**src/rtl/efx_ram5k_fifo_ctrl.sv**
```systemverilog
// -----------------------------------------------------------------------------
// efx_ram5k_fifo_ctrl
//   Synchronous FIFO controller that sequences one EFX_RAM_5K primitive used in
//   256x20 mode. It owns the write/read pointers and the full/empty/count state.
//   It drives the RAM write and read address/enable pins, and it returns read
//   data with a fixed latency and a one-cycle valid strobe.
//
//   Optional feature macro: EFX_FIFO_CTRL_ALMOST_FLAGS_EN
//     When defined, the ALMOST_FULL (COUNT >= AF_LEVEL) and ALMOST_EMPTY
//     (COUNT <= AE_LEVEL) output ports are added. When it is not defined, both
//     ports are absent and AF_LEVEL/AE_LEVEL have no effect.
//
// Ports
//   CLK        in   clock, rising edge (also the RAM WCLK/RCLK)
//   SR         in   asynchronous active-high reset
//   WR_EN      in   write request
//   WR_DATA    in   write word
//   RD_EN      in   read request
//   RD_DATA    out  read word (pass-through of RAM_RDATA)
//   RD_VALID   out  RD_DATA holds the word of an accepted read
//   FULL       out  COUNT == 2**ADDR_WIDTH
//   EMPTY      out  COUNT == 0
//   COUNT      out  stored words, 0..2**ADDR_WIDTH
//   OVERFLOW   out  sticky: write requested while FULL
//   UNDERFLOW  out  sticky: read requested while EMPTY
//   RAM_WADDR  out  RAM write address
//   RAM_WDATA  out  RAM write data (WR_DATA pass-through)
//   RAM_WE     out  RAM write enable (active-high)
//   RAM_RADDR  out  RAM read address
//   RAM_RE     out  RAM read enable (active-high)
//   RAM_RDATA  in   RAM read data
//
// Handshake: a write is accepted when WR_EN=1 and FULL=0. A read is accepted
//   when RD_EN=1 and EMPTY=0. Acceptance is decided from the registered flags
//   only, so a read in the same cycle never makes room for a write when the
//   FIFO is full. Likewise, a write in the same cycle never supplies a word to
//   a read when the FIFO is empty. Each accepted read yields exactly one
//   RD_VALID pulse, 1+OUTPUT_REG cycles later.
// -----------------------------------------------------------------------------
module efx_ram5k_fifo_ctrl #(
  parameter int ADDR_WIDTH = 8,
  parameter int DATA_WIDTH = 20,
  parameter int OUTPUT_REG = 0,
  parameter int AF_LEVEL   = 240,
  parameter int AE_LEVEL   = 16
) (
  input  logic                  CLK,
  input  logic                  SR,
  input  logic                  WR_EN,
  input  logic [DATA_WIDTH-1:0] WR_DATA,
  input  logic                  RD_EN,
  output logic [DATA_WIDTH-1:0] RD_DATA,
  output logic                  RD_VALID,
  output logic                  FULL,
  output logic                  EMPTY,
  output logic [ADDR_WIDTH:0]   COUNT,
  output logic                  OVERFLOW,
  output logic                  UNDERFLOW,
  output logic [ADDR_WIDTH-1:0] RAM_WADDR,
  output logic [DATA_WIDTH-1:0] RAM_WDATA,
  output logic                  RAM_WE,
  output logic [ADDR_WIDTH-1:0] RAM_RADDR,
  output logic                  RAM_RE,
  input  logic [DATA_WIDTH-1:0] RAM_RDATA
`ifdef EFX_FIFO_CTRL_ALMOST_FLAGS_EN
  ,
  output logic                  ALMOST_FULL,
  output logic                  ALMOST_EMPTY
`endif
);

  logic [ADDR_WIDTH:0] wptr, rptr;
  logic [ADDR_WIDTH:0] wptr_nxt, rptr_nxt, count_nxt;
  logic                full_nxt, empty_nxt;
  logic                wacc, racc;
  logic                vld_q;

  assign wacc = WR_EN & ~FULL;
  assign racc = RD_EN & ~EMPTY;

  assign RAM_WE    = wacc;
  assign RAM_WADDR = wptr[ADDR_WIDTH-1:0];
  assign RAM_WDATA = WR_DATA;
  assign RAM_RE    = racc;
  assign RAM_RADDR = rptr[ADDR_WIDTH-1:0];
  assign RD_DATA   = RAM_RDATA;

  // The flags are registered from the post-edge pointer values, so they
  // always describe the state after the most recent edge.
  assign wptr_nxt  = wptr + {{ADDR_WIDTH{1'b0}}, wacc};
  assign rptr_nxt  = rptr + {{ADDR_WIDTH{1'b0}}, racc};
  assign count_nxt = wptr_nxt - rptr_nxt;
  assign full_nxt  = (wptr_nxt[ADDR_WIDTH] != rptr_nxt[ADDR_WIDTH]) &&
                     (wptr_nxt[ADDR_WIDTH-1:0] == rptr_nxt[ADDR_WIDTH-1:0]);
  assign empty_nxt = (wptr_nxt == rptr_nxt);

  always_ff @(posedge CLK or posedge SR) begin
    if (SR) begin
      wptr      <= '0;
      rptr      <= '0;
      COUNT     <= '0;
      FULL      <= 1'b0;
      EMPTY     <= 1'b1;
      OVERFLOW  <= 1'b0;
      UNDERFLOW <= 1'b0;
      vld_q     <= 1'b0;
    end else begin
      wptr      <= wptr_nxt;
      rptr      <= rptr_nxt;
      COUNT     <= count_nxt;
      FULL      <= full_nxt;
      EMPTY     <= empty_nxt;
      OVERFLOW  <= OVERFLOW | (WR_EN & FULL);
      UNDERFLOW <= UNDERFLOW | (RD_EN & EMPTY);
      vld_q     <= racc;
    end
  end

  // With the RAM output register enabled, the data appears one edge later,
  // so the valid strobe gets a matching extra stage.
  if (OUTPUT_REG != 0) begin : g_oreg
    logic vld_d;
    always_ff @(posedge CLK or posedge SR) begin
      if (SR) vld_d <= 1'b0;
      else    vld_d <= vld_q;
    end
    assign RD_VALID = vld_d;
  end else begin : g_noreg
    assign RD_VALID = vld_q;
  end

`ifdef EFX_FIFO_CTRL_ALMOST_FLAGS_EN
  localparam logic [ADDR_WIDTH:0] AF_THR = AF_LEVEL[ADDR_WIDTH:0];
  localparam logic [ADDR_WIDTH:0] AE_THR = AE_LEVEL[ADDR_WIDTH:0];

  always_ff @(posedge CLK or posedge SR) begin
    if (SR) begin
      ALMOST_FULL  <= 1'b0;
      ALMOST_EMPTY <= 1'b1;
    end else begin
      ALMOST_FULL  <= (count_nxt >= AF_THR);
      ALMOST_EMPTY <= (count_nxt <= AE_THR);
    end
  end
`endif

endmodule
```
**config.mk**
```make
export PLATFORM = sky130hd
export DESIGN_NAME = efx_ram5k_fifo_ctrl
export DESIGN_NICKNAME = d
export VERILOG_FILES = /design/src/rtl/efx_ram5k_fifo_ctrl.sv
export SDC_FILE = /design/constraint.sdc
export NUM_CORES = 1
export LEC_CHECK = 0
export ABC_CLOCK_PERIOD_IN_PS = 6000
export CELL_PAD_IN_SITES_DETAIL_PLACEMENT = 1
export CELL_PAD_IN_SITES_GLOBAL_PLACEMENT = 2
export CORE_MARGIN = 2
export CORE_UTILIZATION = 23
export DETAILED_ROUTE_END_ITERATION = 16
export GPL_TIMING_DRIVEN = 0
export HOLD_SLACK_MARGIN = 0.05
export PLACE_DENSITY_LB_ADDON = 0.1
export SLEW_MARGIN = 20
export SYNTH_ARGS = -nofsm -noshare
export SYNTH_HDL_FRONTEND = slang
export SYNTH_SLANG_ARGS = --single-unit
```
**constraint.sdc**
```tcl
create_clock -name CLK -period 6 [get_ports CLK]
set_clock_uncertainty 0.1 [all_clocks]
set_input_delay 1.2 -clock CLK [delete_from_list [all_inputs] [get_ports CLK]]
set_output_delay 1.2 -clock CLK [all_outputs]
set_load 0.01 [all_outputs]
```
==> impl_metrics.yaml <==
floorplan:
  core_area_mm2: 0.008721
  rows: 34
  dieArea_mm2: 0.009733
  num_io_pins: 116
  die_h_um: 98.66
  fp.dieW_um: 98.66
  initial_core_util_pct: 23.63
cts:
  cts_tree: "done"
  clk_latency_ns: 0.28
  cts.reportedPaths.clkPinSlew_ns: 0.07
  clk_path_buf_depth: 2
  post-cts-setup-buffers: 0
  hold_buffers: 0
  cts-resized-gates: 0
  cts_buffers: 5
  root_buffer: "clkbuf_8"
  htreeDepth: 2
  cts_sinks: 32
worst_setup_path:
  end_kind: "flip-flop"
  max_stage_delay_ns: 0.47
  rr_worst_depth: 10
  r2r_setup_slack_ns: 2.87
  worstSetupPathType: "in -> reg"
  cp_slowest_cell: "clkdlybuf4s50_1"
  crit_chain: "clkdlybuf4s50_1 -> nor2b_1 -> ha_1 -> xor2_1 -> inv_1 -> ha_1 -> a21o_1 -> maj3_2 -> maj3_2 -> and4b_2 -> a211oi_2"
  worstPathRequired_ns: 6.09
  crit_buf_inv: 2
  reg2reg_to: "COUNT[7]$_DFF_PP0_"
  worstPathMaxFanout: 4
  r2r_start: "EMPTY$_DFF_PP1_"
  cp_top_family: "adder cells"
  critPathLaunchType: "input pin"
  cp.arrival_ns: 4.26
synth:
  synth_seq_area_share_pct: 38.92
  synth_seq_cells: 32
  synth_edf_count: 0
  syn_nets: 257
  synth-main-ff-cell: "dfrtp_1"
  ys.warnings.count: 0
  yosysTopAreaCellShare_pct: 37.64
  synth_area_per_cell_um2: 10.10
  postSynthCellCount: 204
  syn-cell-area_mm2: 0.002061
  synth.lib_cells_used.distinct: 40
  synth_top_cell_by_area: "dfrtp_1"
  ys_async_sr_fraction_pct: 100.0
  synthTopCellsByArea: "dfrtp_1, buf_4, xnor2_1"
worst_hold_path:
  min_path_cells: 1
  min_from: "UNDERFLOW$_DFF_PP0_"
  hp-class: "reg -> reg"
  min_to: "UNDERFLOW$_DFF_PP0_"
layout:
  regArea_um2: 802.0
  final_common_cell: "clkdlybuf4s50_1"
  final_layout_size_suffix_gt1_share_pct: 27.53
  area_delta_synth_final_pct: 48.21
  fin_cells: 395
  n_antenna_cell: 0
  final_cell_mix: "clkdlybuf4s50_1, buf_4, dfrtp_1"
  multiInputGateArea_um2: 767.0
  nFillCells: 984
  postLayoutCellArea_mm2: 0.003054
  final_util_pct: 35.02
  nNetsFinal: 339
power:
  ir_drop_v: 0.0001397
  power_leakage_nw: 1.437
  power_density_mw_per_mm2: 472.3
flow_run:
  maxCapViolCount: 0
global_routing:
  grt_max_degree: 33
  grt_use_total_pct: 10.22
  grt_pass1_wl_mm: 8.031
  grt_pass1_vias: 1710
  overflow: 0
  antenna_found_initial: 0
placed_design:
  placed_cells: 387
  port_buffers: 75
  place_area_mm2: 0.002947
  dp_hpwl_mm: 3.863
  gp_congestion: 0.6939
timing:
  timing.fmax_ghz: 0.2401
  tns_ns: 0
  setup_viol: 0
  rsz0062_at_grt: "no"
  min_period_over_period_pct: 69.42
  relSlewSlack_pct: 54.20
  fin_hold_ws_ns: 0.3599
  maxSlewViolCount: 0
  finalHoldViolCount: 0
  period_needed_ns: 4.165
  tightest_slew_ns: 0.6861
drt:
  first_pass_iters: 4
  wl_met1_mm: 2.068
  vias_per_cell: 4.005
  totalWireLength_mm: 4.694
  detail-route-antenna-nets: 0
  wl_met3_um: 454
  drcViolationCount: 0
  post_drt_wl_per_cell_um: 11.88
  vias: 1582
  wl_met2_mm: 2.114
  top_layer: "met4"
  drt_iter0_drc: 39
status:
  status: "finished, final reports clean"
[routing by layer]
metal,GRT usage (%),vias to the layer above
met2,15.80,92
met4,3.161,0
met3,3.262,5
met1,13.69,710
li1,-,775
met5,0,-
[synthesized netlist by cell type (2+ instances only)]
cell      instances
a21o_1            3
nand2_1          14
nand4_1           4
a21oi_1           2
a211oi_2          2
nor2b_1           2
nor3_1            3
buf_4            56
nand3_1           5
dfrtp_1          31
xnor2_2           2
xnor2_1          13
maj3_2            2
o211ai_1          2
xor2_1            9
nor2_1            6
ha_1              8
inv_1            18
[final cells by class]
type	count	share of cell area, %
flip-flops and latches	32	26.26
clock buffers	6	2.376
clock inverters	2	1.147
multi-input cells	97	25.11
plain buffers	56	13.76
repair buffers	75	24.58
well taps	108	4.424
inverters	19	2.335
[registers in the layout (all words and copies together), names as in the netlist]
signal,count
FULL,1
UNDERFLOW,1
COUNT,9
RD_VALID,1
OVERFLOW,1
rptr,9
EMPTY,1
wptr,9
[stage by stage]
stage	worst slack (ns)	power, mW
2_1_floorplan	2.221	0.9482
3_3_place_gp	1.517	1.261
3_5_place_dp	1.507	1.263
4_1_cts	1.791	1.479
5_1_grt	1.604	1.585
6_report	1.835	1.443
[how the worst max path moves through the flow]
stage / from / endpoint / slack [ns] / cells past startpoint
global route: RD_EN / COUNT[7]$_DFF_PP0_ / 1.60 / 11
CTS: RD_EN / COUNT[7]$_DFF_PP0_ / 1.79 / 11
finish: RD_EN / COUNT[7]$_DFF_PP0_ / 1.83 / 11
global placement: RD_EN / COUNT[7]$_DFF_PP0_ / 1.52 / 11
floorplan: RD_EN / COUNT[7]$_DFF_PP0_ / 2.22 / 10
detailed placement: RD_EN / COUNT[7]$_DFF_PP0_ / 1.51 / 11
[where the power goes]
| group | internal, mW | switching (mW) |
|---|---|---|
| registers | 0.304 | 0.0700 |
| clock network | 0.123 | 0.0806 |
| logic | 0.456 | 0.409 |
| total | 0.883 | 0.560 |
[cells by family after synthesis]
kind of cell	share of synthesized area (%)
AO/OA/AOI/OAI	6.254
flip-flops	38.92
XOR/XNOR	10.93
buffers and inverters	23.86
AND/OR/NAND/NOR	12.63
adder cells (fa/ha/maj)	7.408
[worst register-to-register path, stage by stage (launching register included)]
cell      delay (ns)
dfstp_2         0.38
nor2b_1         0.23
ha_1            0.29
xor2_1          0.36
inv_1           0.09
ha_1            0.30
a21o_1          0.19
maj3_2          0.33
maj3_2          0.35
and4b_2         0.23
a211oi_2        0.19
Note: power is estimated with default switching activity, not from simulation.
